$ cat config.mk
export PLATFORM = sky130hd
export DESIGN_NAME = text_render_pipe
export DESIGN_NICKNAME = d
export VERILOG_FILES = /design/src/rtl/text_pkg.sv /design/src/rtl/text_palette.sv /design/src/rtl/text_render_pipe.sv
export SDC_FILE = /design/constraint.sdc
export NUM_CORES = 1
export LEC_CHECK = 0
export ABC_AREA = 1
export CAP_MARGIN = 30
export CORE_MARGIN = 3
export CORE_UTILIZATION = 57
export CTS_BUF_LIST = sky130_fd_sc_hd__clkbuf_2 sky130_fd_sc_hd__clkbuf_4 sky130_fd_sc_hd__clkbuf_8
export DETAILED_ROUTE_END_ITERATION = 8
export PLACE_DENSITY = 0.8
export SYNTH_ARGS = -nofsm -noshare
export SYNTH_HDL_FRONTEND = slang
export SYNTH_HIERARCHICAL = 1
export SYNTH_SLANG_ARGS = --single-unit
export TNS_END_PERCENT = 50
$ cat constraint.sdc
create_clock -name pixel_clk -period 8.2 [get_ports pixel_clk]
set_input_delay 2.05 -clock pixel_clk [delete_from_list [all_inputs] [get_ports pixel_clk]]
set_output_delay 2.05 -clock pixel_clk [all_outputs]
set_load 0.02 [all_outputs]
$ cat src/rtl/text_pkg.sv
// Shared types and constants for the text-mode renderer: VRAM cell layout,
// 12-bit palette colours and the palette power-on contents.
package text_pkg;

    localparam int GLYPH_W   = 8;
    localparam int PAL_DEPTH = 16;

    typedef logic [11:0] rgb12_t;

    localparam rgb12_t PAL_RESET_FG = 12'hFFF;
    localparam rgb12_t PAL_RESET_BG = 12'h000;

    // One 16-bit character cell as stored in VRAM.
    typedef struct packed {
        logic       inv;
        logic [6:0] glyph;
        logic [3:0] fg;
        logic [3:0] bg;
    } cell_t;

    // Entry 0 is the blank/background colour; every other entry starts white.
    function automatic rgb12_t pal_reset_value(input int idx);
        return (idx == 0) ? PAL_RESET_BG : PAL_RESET_FG;
    endfunction

endpackage

$ cat src/rtl/text_palette.sv
// 16-entry x 12-bit CPU-writable palette. The read port is combinational and
// has no write bypass: a same-cycle read of the entry being written sees the old value.
module text_palette
    import text_pkg::*;
(
    input  logic       clk,
    input  logic       srst,
    input  logic       we,
    input  logic [3:0] waddr,
    input  rgb12_t     wdata,
    input  logic [3:0] raddr,
    output rgb12_t     rdata
);

    rgb12_t pal_reg [PAL_DEPTH];

    always_ff @(posedge clk) begin
        if (srst) begin
            for (int i = 0; i < PAL_DEPTH; i++) begin
                pal_reg[i] <= pal_reset_value(i);
            end
        end else if (we) begin
            pal_reg[waddr] <= wdata;
        end
    end

    assign rdata = pal_reg[raddr];

endmodule

$ cat src/rtl/text_render_pipe.sv
// Three-stage text-mode renderer: scan position -> VRAM word -> font line ->
// palette colour, with a blinking underline cursor and syncs delayed to match.
module text_render_pipe
    import text_pkg::*;
#(
    parameter int COLS           = 80,
    parameter int ROWS           = 30,
    parameter int GLYPH_H        = 16,
    parameter int CHARS_PER_WORD = 2,
    parameter int CURSOR_START   = 14,
    parameter int BLINK_SHIFT    = 4,
    localparam int ADDR_W  = $clog2(COLS * ROWS / CHARS_PER_WORD),
    localparam int FONT_AW = $clog2(128 * GLYPH_H),
    localparam int COL_W   = $clog2(COLS),
    localparam int ROW_W   = $clog2(ROWS)
) (
    input  logic                          pixel_clk,
    input  logic                          reset,
    input  logic [9:0]                    DrawX,
    input  logic [9:0]                    DrawY,
    input  logic                          vde_in,
    input  logic                          hs_in,
    input  logic                          vs_in,
    output logic [ADDR_W-1:0]             vram_addr,
    input  logic [16*CHARS_PER_WORD-1:0]  vram_rdata,
    output logic [FONT_AW-1:0]            font_addr,
    input  logic [7:0]                    font_data,
    input  logic                          pal_we,
    input  logic [3:0]                    pal_waddr,
    input  logic [11:0]                   pal_wdata,
    input  logic                          cursor_en,
    input  logic [COL_W-1:0]              cursor_col,
    input  logic [ROW_W-1:0]              cursor_row,
    output logic [3:0]                    Red,
    output logic [3:0]                    Green,
    output logic [3:0]                    Blue,
    output logic                          vde_out,
    output logic                          hs_out,
    output logic                          vs_out
);

    localparam int LINE_W        = $clog2(GLYPH_H);
    localparam int XCOL_W        = 10 - $clog2(GLYPH_W);
    localparam int YROW_W        = 10 - LINE_W;
    localparam int SLOT_W        = (CHARS_PER_WORD > 1) ? $clog2(CHARS_PER_WORD) : 1;
    localparam int WORDS_PER_ROW = COLS / CHARS_PER_WORD;

    // ---------------- scan position decode (combinational) ----------------
    logic [XCOL_W-1:0] col_now;
    logic [YROW_W-1:0] row_now;
    logic [LINE_W-1:0] line_now;
    logic              in_range;

    assign col_now  = DrawX[9:3];
    assign row_now  = DrawY[9:LINE_W];
    assign line_now = DrawY[LINE_W-1:0];
    assign in_range = (int'(col_now) < COLS) && (int'(row_now) < ROWS);

    // Off-screen positions park the address at 0 so the BRAM never sees an out-of-range index.
    assign vram_addr = in_range
        ? ADDR_W'(row_now * WORDS_PER_ROW + col_now / CHARS_PER_WORD)
        : '0;

    // ---------------- stage 1: position registers ----------------
    logic [XCOL_W-1:0] s1_col_reg;
    logic [YROW_W-1:0] s1_row_reg;
    logic [LINE_W-1:0] s1_line_reg;
    logic [2:0]        s1_px_reg;
    logic [SLOT_W-1:0] s1_slot_reg;
    logic              s1_valid_reg;

    always_ff @(posedge pixel_clk) begin
        if (reset) begin
            s1_col_reg   <= '0;
            s1_row_reg   <= '0;
            s1_line_reg  <= '0;
            s1_px_reg    <= '0;
            s1_slot_reg  <= '0;
            s1_valid_reg <= 1'b0;
        end else begin
            s1_col_reg   <= col_now;
            s1_row_reg   <= row_now;
            s1_line_reg  <= line_now;
            s1_px_reg    <= DrawX[2:0];
            s1_slot_reg  <= SLOT_W'(int'(col_now) % CHARS_PER_WORD);
            s1_valid_reg <= in_range;
        end
    end

    // Split the VRAM word into its packed cells; slot k lives at bits [16k+15:16k].
    cell_t word_cells [CHARS_PER_WORD];

    generate
        for (genvar gi = 0; gi < CHARS_PER_WORD; gi++) begin : g_slot
            assign word_cells[gi] = cell_t'(vram_rdata[16*gi +: 16]);
        end
    endgenerate

    cell_t s1_cell;
    logic  s1_cursor_hit;

    assign s1_cell       = word_cells[s1_slot_reg];
    assign font_addr     = FONT_AW'({s1_cell.glyph, s1_line_reg});
    assign s1_cursor_hit = cursor_en
                        && (32'(s1_col_reg) == 32'(cursor_col))
                        && (32'(s1_row_reg) == 32'(cursor_row));

    // ---------------- stage 2: cell + font line ----------------
    cell_t             s2_cell_reg;
    logic [LINE_W-1:0] s2_line_reg;
    logic [2:0]        s2_px_reg;
    logic              s2_cursor_reg;
    logic              s2_valid_reg;

    always_ff @(posedge pixel_clk) begin
        if (reset) begin
            s2_cell_reg   <= '0;
            s2_line_reg   <= '0;
            s2_px_reg     <= '0;
            s2_cursor_reg <= 1'b0;
            s2_valid_reg  <= 1'b0;
        end else begin
            s2_cell_reg   <= s1_cell;
            s2_line_reg   <= s1_line_reg;
            s2_px_reg     <= s1_px_reg;
            s2_cursor_reg <= s1_cursor_hit;
            s2_valid_reg  <= s1_valid_reg;
        end
    end

    logic [BLINK_SHIFT:0] frame_cnt_reg;
    logic [BLINK_SHIFT:0] frame_cnt_next;
    logic                 blink_phase;
    logic                 font_bit;
    logic                 cursor_flip;
    logic                 pix_bit;
    logic [3:0]           pal_idx;
    rgb12_t               pal_rdata;

    assign blink_phase = frame_cnt_reg[BLINK_SHIFT];

    always_comb begin
        font_bit    = font_data[3'(GLYPH_W - 1) - s2_px_reg] ^ s2_cell_reg.inv;
        // Only the underline rows of the cursor cell blink; the glyph itself never does.
        cursor_flip = s2_cursor_reg && (32'(s2_line_reg) >= CURSOR_START) && blink_phase;
        pix_bit     = font_bit ^ cursor_flip;
        pal_idx     = 4'd0;
        if (s2_valid_reg) begin
            pal_idx = pix_bit ? s2_cell_reg.fg : s2_cell_reg.bg;
        end
    end

    text_palette u_palette (
        .clk   (pixel_clk),
        .srst  (reset),
        .we    (pal_we),
        .waddr (pal_waddr),
        .wdata (pal_wdata),
        .raddr (pal_idx),
        .rdata (pal_rdata)
    );

    // ---------------- sync delay line and blink counter ----------------
    logic [2:0] vde_sr_reg;
    logic [2:0] hs_sr_reg;
    logic [2:0] vs_sr_reg;
    logic       vs_fall;

    // vs_sr_reg[0] doubles as the previous vs_in sample for edge detection.
    assign vs_fall = vs_sr_reg[0] & ~vs_in;

    always_comb begin
        frame_cnt_next = frame_cnt_reg;
        if (vs_fall) begin
            frame_cnt_next = frame_cnt_reg + 1'b1;
        end
    end

    always_ff @(posedge pixel_clk) begin
        if (reset) begin
            vde_sr_reg    <= 3'b000;
            hs_sr_reg     <= 3'b111;
            vs_sr_reg     <= 3'b111;
            frame_cnt_reg <= '0;
        end else begin
            vde_sr_reg    <= {vde_sr_reg[1:0], vde_in};
            hs_sr_reg     <= {hs_sr_reg[1:0], hs_in};
            vs_sr_reg     <= {vs_sr_reg[1:0], vs_in};
            frame_cnt_reg <= frame_cnt_next;
        end
    end

    // ---------------- stage 3: output colour ----------------
    rgb12_t rgb_reg;

    // vde_sr_reg[1] is the active-video flag of the pixel being captured here.
    always_ff @(posedge pixel_clk) begin
        if (reset) begin
            rgb_reg <= '0;
        end else begin
            rgb_reg <= vde_sr_reg[1] ? pal_rdata : 12'h000;
        end
    end

    assign Red     = rgb_reg[11:8];
    assign Green   = rgb_reg[7:4];
    assign Blue    = rgb_reg[3:0];
    assign vde_out = vde_sr_reg[2];
    assign hs_out  = hs_sr_reg[2];
    assign vs_out  = vs_sr_reg[2];

endmodule
# Word level (Yosys, flattened, before mapping)
# Memory sizes are Yosys's and may differ from the RTL's. A register that Yosys moved wholly into a read port is not among the register bits.
# Index checks and enable logic that the tools add are counted.
[totals]
out_inout_bits = 37
inputBits = 95
register_bits = 54
wordCells = 58
n_memories = 1
ram_bits = 192
[op_classes]
mul = 1
order_cmp = 5
bitwise = 6
eq_ne = 2
n_mux = 16
n_reduce_logical = 7
addsub = 3
[mem_list]
columns = ["name", "depth", "width", "rd", "rd_ports_with_merged_regs", "wr", "line_no", "rtl"]
rows = [
  ["u_palette.pal_reg", 16, 12, 1, 1, 16, "text_palette.sv:15", "rgb12_t pal_reg [PAL_DEPTH];"],
]
[ops]
columns = ["operator", "count"]
rows = [
  ["$mux W16", 3],
  ["$mux W12", 1],
  ["$mux W4", 3],
  ["$reduce_or A12 Y1", 1],
  ["$add A11 B6 Y11", 1],
  ["$mux W11", 1],
  ["$mul A6 B3 Y8 const B", 1],
  ["$eq A7 B7 Y1", 1],
  ["$lt A7 B7 Y1 const B", 1],
  ["$mux W1", 7],
  ["$eq A6 B5 Y1", 1],
  ["$lt A6 B5 Y1 const B", 1],
  ["$add A5 B1 Y5 const B", 1],
  ["$logic_and A1 B1 Y1", 5],
  ["$ge A4 B4 Y1 const B", 1],
  ["$lt A3 B4 Y1 const B", 1],
  ["$bmux W1 S3", 1],
  ["$sub A3 B3 Y3 const A", 1],
  ["$ge A2 B2 Y1 const B", 1],
  ["$not A1 Y1", 2],
  ["$not A1 Y2", 1],
  ["$reduce_or A2 Y1", 1],
  ["$xor A1 B1 Y1", 2],
  ["$and A1 B1 Y1", 1],
]

# Depth between registers and ports, before layout
[logic_depth]
ltp_word = 7
mapped_depth = 20
mapped_depth_nobuf = 18

# Cells and area by module
# The synthesis kept the hierarchy.
[by_module_without_submodules]
columns = ["mod", "instances", "cells_each", "area_each_um2", "seq_area_each_um2"]
rows = [
  ["text_palette", 1, 1063, 9492.9, 5765.5],
  ["text_render_pipe", 1, 399, 2892.8, 1281.2],
]

# Least setup slack after synthesis
# OpenSTA, ideal clock, no wires.
[synth_path]
path_type = "input-to-output"
start = "input DrawY[5]"
end = "output vram_addr[9]"
slack_ns = 2.284
cell_stages = 8
path_buffers = 0
required_ns = 6.150
t_arrival_ns = 3.866
cell_sequence = "ha_1 ha_1 inv_1 fa_1 xnor2_1 inv_1 o21a_1 nor3_1"
[synth_between]
elab_chain_cells = 3
word_cells_on_any_way = 5
cone_classes = "add/sub: 1; mul: 1; order compare: 1; mux: 1; reduce/logical: 1"
[synth_rtl]
columns = ["item", "line_no", "rtl"]
rows = [
  ["start: declaration", "text_render_pipe.sv:20", "input logic [9:0] DrawY,"],
  ["$mul A6 B3 Y8 or $lt A6 B5 Y1 (tied branches)", "text_render_pipe.sv:61, text_render_pipe.sv:57", ""],
  ["$add A11 B6 Y11 or $logic_and A1 B1 Y1 (tied branches)", "text_render_pipe.sv:61, text_render_pipe.sv:57", ""],
  ["$mux W11 *", "text_render_pipe.sv:61", "? ADDR_W'(row_now * WORDS_PER_ROW + col_now / CHARS_PER_WORD)"],
  ["end: declaration", "text_render_pipe.sv:24", "output logic [ADDR_W-1:0] vram_addr,"],
]
# Every way passes the cells marked *; elsewhere a longest branch is shown, timed or not.

# Final worst setup path
[layout_path]
start = "input DrawY[6]"
end = "output vram_addr[10]"
# Same word-level chain as after synthesis.

==> results by group <==
Worst setup path
  • Slowest stage cell, crit path: clkdlybuf4s50_1
  • Crit Reg-Reg Endpoint: rgb_reg[11]
  • CP dominant cell by count: nor2_1
  • Largest stage delay, worst path: 610 ps
  • Flop-to-flop setup slack: roughly 4800 ps
  • Setup CP Type: input pin to output pin
  • Cell depth of the worst flop-to-flop path: 17
  • Critical path destination: vram_addr[10]
  • Critical Path Start Type: input pin
  • Critical Path Start: DrawY[6]
  • Worst r2r src: s2_px_reg[0]
  • Crit path max fanout: 4
  • CP Cell Sequence: clkdlybuf4s50_1 -> ha_1 -> ha_1 -> inv_1 -> fa_1 -> xnor2_1 -> nand4_1 -> nor2_1 -> nor2_1 -> nor2_1 -> clkdlybuf4s50_1
  • Worst endpoint required time: about 6000 ps
  • Critical path arrival: 4900 ps
  • Critical Path End Type: output pin

Synthesis
  • Count leader, synth: nand2_1
  • Top-area cell type share of the netlist area: between 40% and 50%
  • Post-synthesis cell count: approximately 1500
  • Sequential area share after synthesis: around 57%
  • Commonest cells post-synth: 495 x nand2_1, 247 x inv_1, 192 x edfxtp_1
  • Asr flop ratio synth: 0%
  • Synth Warn #: 6
  • Synth Register Bits: 256
  • Syn_nets: ~1600
  • Post-synthesis cell area: about 12000 um2
  • Biggest area consumer among synthesized cells: edfxtp_1
  • Syn_area_per_cell: roughly 8.5 um2
  • Post-synth EDFFs: around 190
  • Synth top area cells: edfxtp_1 47%, nand2_1 15%, dfxtp_1 10%
  • Post-synth top flop: edfxtp_1
  • Synth cell types: 37

Global routing
  • Largest net degree at the start of global routing: between 90 and 100
  • First-pass GRT wire length: around 48 mm
  • Antenna violations before repair: 0
  • Congestion Overflow GR: 0
  • Overall global routing resource usage: between 20% and 30%
  • Vias in the first global route: between 9000 and 10000

Power and ir drop
  • Static leakage: 0.00639 uW
  • Peak VDD IR: around 130 uV
  • Pwr Density: between 200 and 250 nW/um2

Cells and area
  • Max FFs per register: 192
  • P&R area growth vs syn: 17.8%
  • N_diodes: 0
  • Design Area, Final: 14600 um2
  • FF/Latch Area: ~7000 um2
  • Number of fillers in the final layout: 1644
  • Layout cells sized above 1: around 8%
  • Multi-input logic area: 3910 um2
  • Post-layout net count: 1680

Detailed routing
  • Via density: about 5.3
  • Post-route ant nets: 0
  • DRC: 0
  • Routed length per instance: about 16 um
  • Drt total wl: a little over 30 mm
  • Via count: slightly below 10000
  • DR pass1 iterations: 5
  • DR iter-0 viols: slightly above 900

Floorplan
  • Initial core utilization: 58.5%
  • Die Y: approximately 150 um
  • I/O pin cnt: 132
  • Core Region: 21200 um2
  • FP Rows: 53
  • Die ar.: roughly 24000 um2
  • Die width: about 150 um

STA
  • Final setup TNS: 0 ps
  • Max frequency: 144 MHz
  • RSZ-0062 raised after global routing: no
  • Max-slew violations: 0
  • Skew final: around 28 ps
  • Max-Slew Margin vs Limit: about two fifths
  • Hold Vio Cnt, Final: 0
  • Worst Max-Slew Pin Slew: between 800 and 900 ps
  • # setup viols final: 0
  • Tmin final: 6950 ps
  • Post-route clock period utilization: a little over four fifths

Place
  • Port buffer count: roughly 130
  • Placer Congestion: roughly 0.90
  • Post-DP HPWL: approximately 20 mm
  • Placed Area: ~14000 um2

Clock network
  • CTS tree: yes
  • CTS sink cnt: roughly 260
  • CTS Buf Count: between 40 and 50
  • Clk Latency, worst-skew pair: 550 ps
  • Hold-fix buffers at CTS: 0
  • Resize count post-CTS: 0
  • H-tree depth: 2
  • Clock tree root driver cell: clkbuf_8
  • Setup bufs post-CTS: 0
  • Clock-pin slew on the worst setup and hold paths: around 60 ps
  • Max Root-Sink Buffers: 3

Min path
  • Hold crit path type: flip-flop to flip-flop
  • Hold depth: 2

Run
  • MaxCap Viol Count: 0

Status
  • Outcome: finished, final reports clean
==> cell type report <==
cell class,count,share of cell area [%]
Clock buffer,67,5.72
Clock inverter,7,0.257
Inverter,255,6.58
Multi-Input combinational cell,869,26.8
Sequential cell,256,48.3
Tap cell,275,2.36
Timing Repair Buffer,148,10.0
==> worst max-delay path: cells and delay by family <==
kind	cells	cell delay, ps
xor+xnor	1	270
fa+ha+maj	3	850
buf+inv	3	1240
simple gates	4	480
==> per-stage QoR <==
step	cells	power (uW)	util [%]	worst slack (ps)	hold slack, ps
final	1877	2940	69.0	1250	407
after global placement	1802	1810	64.7	1340	389
after floorplan	1462	1690	-	2280	388
after global routing	1877	3050	69.0	1040	429
after detailed placement	1802	1820	64.7	1300	399
after CTS	1876	2950	68.8	1280	408
==> kinds of logic (layout without fill, tap and decap cells) <==
logic type                 Yosys count  after routing  synth area share, %
buffers and inverters              337            477                 11.7
xor gates and xnor gates             6              6                0.424
AOI/OAI and AO/OA                   48             48                 2.10
adders and majority gates           14             14                 1.54
and+or+nand+nor                    801            801                 27.4
DFF                                256            256                 56.9
==> layout by cell type, fill, tap and decap left out, types with 3 or more instances in the layout <==
cell             count
inv_1              246
clkbuf_8            53
nand2_2              4
clkdlybuf4s50_1    131
nand4_1              5
xor2_1               3
buf_4               16
ha_1                12
dfxtp_1             64
inv_2                7
nand2_1            495
nor2_4               9
edfxtp_1           192
clkinv_2             3
nor2_2               6
nand3_1            160
xnor2_1              3
nor2_1             102
or2_2                7
clkinv_1             3
nor3_1               4
clkbuf_4            14
a21oi_1             13
o21ai_0             26
==> report_power, final <==
group	switching, uW	internal, uW
Combinational	198	124
Clock	490	643
Sequential	21.5	1460
Total	709	2230
==> routing by layer <==
layer  track usage, %  vias up  wire length [um]
met5                0        -                 0
met4             11.3        0              1180
met3             6.85       95              3290
met2             43.8      532             15100
met1             31.2     4524             11400
li1                 -     4759                 -
==> worst min path at each step <==
stage                             from           end  slack [ps]
final                     s1_px_reg[2]  s2_px_reg[2]         410
after global routing      s1_valid_reg  s2_valid_reg         430
after CTS                 s1_px_reg[1]  s2_px_reg[1]         410
after detailed placement  s1_px_reg[1]  s2_px_reg[1]         400
after global placement    s1_px_reg[1]  s2_px_reg[1]         390
after floorplan           s1_px_reg[0]  s2_px_reg[0]         390
Note: power is estimated with default switching activity, not from simulation.
==> edit 1: new RTL, same settings <==
The parameter `COLS` goes from 80 to 160.
--- a/src/rtl/text_render_pipe.sv
+++ b/src/rtl/text_render_pipe.sv
@@ -5,3 +5,3 @@
 #(
-    parameter int COLS           = 80,
+    parameter int COLS           = 160,
     parameter int ROWS           = 30,
Interface: changed (resized cursor_col and vram_addr); port bits go from 132 to 134. No check against the original RTL was run, so the function may have changed too.
==> edit 1 against the original RTL <==
Die area is 0.74% lower; global-route usage increased by 0.18 points; sequential cell count unchanged; routed wire length fell by 1.2%; synthesized cell count is 0.82% lower; design area decreased by 0.88%; largest cell class unchanged; critical path depth decreased by 2; non-clock buffer count grew 1; setup slack better by 77 ps; power shrank 1.8%; sequential power barely moved; sequential share of layout area rose by 0.43 points; area after synthesis is 0.77% lower; clock skew decreased by 2.9 ps.
==> edit 1: results <==
run_status:
  status: "finished clean"
hold_path:
  hp-class: "reg -> reg"
  min_to: "s2_px_reg[0]$_SDFF_PP0_"
  hp-start: "s1_px_reg[0]$_SDFF_PP0_"
logic_synthesis:
  yosys-top-cells-area: "edfxtp_1 47%, nand2_1 15%, dfxtp_1 10%"
  ys_types: 38
  synth_nets: 1559
  synth_commonest_cells: "492 x nand2_1, 240 x inv_1, 192 x edfxtp_1"
  synth_sequential_area_ratio_pct: 57.3
pwr:
  p_leak_uw: 0.00636
  peakVddDrop_uv: 110
  switchingPower_uw: 701
global_routing:
  track_usage_pct: 26.0
  grt_pass1_vias: 9816
  grt_max_degree: 97
  grt_pass1_wl_um: 48700
  antenna_found_initial: 0
setup_path:
  worstSetupStartpoint: "DrawY[5]"
  critPathArrivalTime_ps: 4820
  critPathMaxFanout: 4
  reg2regPathDepth: 15
  r2r-start: "frame_cnt_reg[4]$_SDFFE_PP0P_"
  worst-r2r-setup-slack_ps: 4990
  r2r-end: "rgb_reg[3]$_SDFF_PP0_"
  max_stage_delay_ps: 620
  crit_slowest_cell: "clkdlybuf4s50_1"
  crit_family: "adder cells"
placement:
  preCtsSetupSlack_ps: 1330
  gp_congestion: 0.835
  portBuffers: 133
  dpl_cell_area_um2: 13600
  hpwl_um: 19900
sta:
  whs_ps: 405
  fin_crit_sh_pct: 83.8
  timing.slew.headroom_pct: 36.7
  clock_skew_ps: 25.1
clocking:
  cts_setup_buffers: 0
  numCtsBuffers: 42
  clk_latency_ps: 520
routing:
  dr.pass1.iters: 6
  first_iter_violations: 993
  num_vias: 9835
  routed_wl_um: 30600
  final_antenna_net_count: 0
layout:
  fillers: 1660
  drive_gt1_share_pct: 7.75
  finalNetCount: 1670
edit 1: changes by cell type after synthesis, moves of 3 or more:
cell,delta
inv_1,-7
nor2_4,-6
buf_6,-4
inv_2,+4
o21ai_1,+4
buf_2,+3
nand2_1,-3
nand3_2,+3
nand4_1,+3
o21ai_0,-3
edit 1: final cells by class:
cell class | count | area [um^2] | area share, %
Sequential cell | 256 | 7050 | 48.7
Clock buffer | 61 | 764 | 5.29
Inverter | 253 | 953 | 6.59
Multi-Input combinational cell | 859 | 3840 | 26.6
Tap cell | 275 | 344 | 2.38
Clock inverter | 9 | 38.8 | 0.268
Timing Repair Buffer | 149 | 1470 | 10.2
edit 1: layer usage:
| metal | global-route usage [%] | vias up | routed length (um) |
|---|---|---|---|
| met3 | 7.87 | 71 | 3770 |
| met4 | 10.3 | 0 | 1080 |
| li1 | - | 4723 | - |
| met2 | 43.5 | 560 | 14700 |
| met5 | 0 | - | 0 |
| met1 | 31.9 | 4481 | 11100 |
edit 1: cells by family after synthesis:
family | synth area share [%]
and+or+nand+nor | 27.2
buffers and inverters | 11.5
DFF | 57.3
AOI/OAI and AO/OA | 2.05
adders and majority gates | 1.45
xor gates and xnor gates | 0.428
edit 1: power by group through the flow:
stage | sequential, uW | combinational, uW | clock (uW)
after CTS | 1480 | 333 | 1080
after floorplan | 1510 | 198 | 0
after global placement | 1510 | 324 | 0
after global routing | 1490 | 372 | 1140
after detailed placement | 1510 | 331 | 0
final | 1480 | 337 | 1060
edit 1: tightest hold or removal path, stage by stage, from the launching register on:
cell     delay [ps]
dfxtp_1         300
inv_1            40
nor2_1           30
edit 1: through the flow:
stage	cells	total power, uW
after detailed placement	1791	1840
after global routing	1862	3000
after global placement	1791	1830
after CTS	1861	2890
after floorplan	1450	1700
final	1862	2880
==> edit 2: new RTL, same settings <==
Without the edit above. Reset style: asynchronous (`reset` and `srst`), changed in 5 clocked blocks.
--- a/src/rtl/text_palette.sv
+++ b/src/rtl/text_palette.sv
@@ -16,3 +16,3 @@
 
-    always_ff @(posedge clk) begin
+    always_ff @(posedge clk or posedge srst) begin
         if (srst) begin
--- a/src/rtl/text_render_pipe.sv
+++ b/src/rtl/text_render_pipe.sv
@@ -71,3 +71,3 @@
 
-    always_ff @(posedge pixel_clk) begin
+    always_ff @(posedge pixel_clk or posedge reset) begin
         if (reset) begin
@@ -114,3 +114,3 @@
 
-    always_ff @(posedge pixel_clk) begin
+    always_ff @(posedge pixel_clk or posedge reset) begin
         if (reset) begin
@@ -178,3 +178,3 @@
 
-    always_ff @(posedge pixel_clk) begin
+    always_ff @(posedge pixel_clk or posedge reset) begin
         if (reset) begin
@@ -196,3 +196,3 @@
     // vde_sr_reg[1] is the active-video flag of the pixel being captured here.
-    always_ff @(posedge pixel_clk) begin
+    always_ff @(posedge pixel_clk or posedge reset) begin
         if (reset) begin
Behaviour: differs if reset is asserted again (counterexample within 4 cycles, from zero or initial values and one cycle with reset high); with reset held inactive, the same outputs for 4 cycles.
==> edit 2 against the original RTL <==
Design area up 2.5%; highest routed layer is now met5; critical path depth unchanged; setup slack better by 130 ps; area after synthesis up 1.6%; hold slack got worse by 60 ps; synthesized cell count increased by 7.3%; largest cell class unchanged; sequential cell count unchanged; routed wire length rose by 6.6%.
Power is not compared: it rests on default switching activity, and its combinational part moved more than twofold at a synthesized area within 25%.
==> edit 2: results <==
run_status:
  status: "finished clean"
setup_path:
  critPathMaxFanout: 5
  worst-r2r-setup-slack_ps: 4770
  r2r-end: "rgb_reg[1]$_DFF_PP0_"
  critPathArrivalTime_ps: 4770
  r2r-start: "s2_px_reg[0]$_DFF_PP0_"
  reg2regPathDepth: 18
logic_synthesis:
  synth_sequential_area_ratio_pct: 52.7
  synth_nets: 1677
  yosys-top-cells-area: "dfstp_2 39%, nand2_1 16%, dfrtp_1 14%"
  synth.avg_cell_area_um2: 8.03
  ys_async_sr_fraction_pct: 100
  ys_types: 41
routing:
  first_iter_violations: 900
  num_vias: 10510
  wl_per_cell_um: 16.7
layout:
  final_cells: 1973
  drive_gt1_share_pct: 19.7
  finalNetCount: 1774
  fillers: 1672
hold_path:
  min_to: "s2_px_reg[2]$_DFF_PP0_"
  hp-start: "s1_px_reg[2]$_DFF_PP0_"
global_routing:
  antenna_found_initial: 1
  grt_pass1_wl_um: 53800
  track_usage_pct: 27.7
  grt_pass1_vias: 10607
sta:
  clock_skew_ps: 19.7
  setup_ws_ps: 1380
  whs_ps: 347
placement:
  dp.cells: 1895
  hpwl_um: 20200
-- edit 2: cell types whose count changed in the layout (fill, tap and decap cells not counted), moves of 8 or more --
cell      delta
buf_4        -8
dfrtp_1     +70
dfstp_2    +186
dfxtp_1     -64
edfxtp_1   -192
inv_1       -36
nand2_1     +36
nor2_1      -82
o21ai_0    +134
o21ai_1     +33
-- edit 2: cell families after synthesis --
| family | count (synthesis) | share of synthesized area (%) |
|---|---|---|
| adder cells (fa/ha/maj) | 14 | 1.51 |
| AO/OA/AOI/OAI | 215 | 8.79 |
| multiplexers | 1 | 0.0894 |
| buffers and inverters | 315 | 10.3 |
| AND/OR/NAND/NOR | 758 | 25.9 |
| flip-flops | 256 | 52.7 |
| XOR/XNOR | 9 | 0.626 |
-- edit 2: routing by layer --
layer	part of all wire, %	track usage [%]	vias to the layer above	routed length [um]
li1	-	-	5064	-
met1	41	36.1	4950	13600
met2	48	46.4	395	16000
met3	6.7	4.87	99	2210
met4	3.6	11.1	2	1190
met5	0.039	0	-	13
-- edit 2: worst max path at each step --
stage	endpoint	depth (start not counted)
3_3_place_gp	vram_addr[10]	11
4_1_cts	vram_addr[10]	11
5_1_grt	vram_addr[10]	13
3_5_place_dp	vram_addr[10]	11
6_report	vram_addr[10]	11
2_1_floorplan	u_palette/pal_reg[180]$_DFFE_PP0P_	1
-- edit 2: final cells by class --
type	count	area (um^2)	share of cell area (%)
clock buffers	74	893	5.98
clock inverters	4	47.5	0.318
inverters	222	838	5.61
multi-input cells	997	4670	31.3
flip-flops and latches	256	6640	44.4
well taps	275	344	2.30
repair buffers	145	1510	10.1
-- edit 2: worst max-delay path, delay by kind of cell --
kind | cells | cell delay (ps)
buffers and inverters | 3 | 1180
adder cells (fa/ha/maj) | 3 | 1000
AND/OR/NAND/NOR | 5 | 530
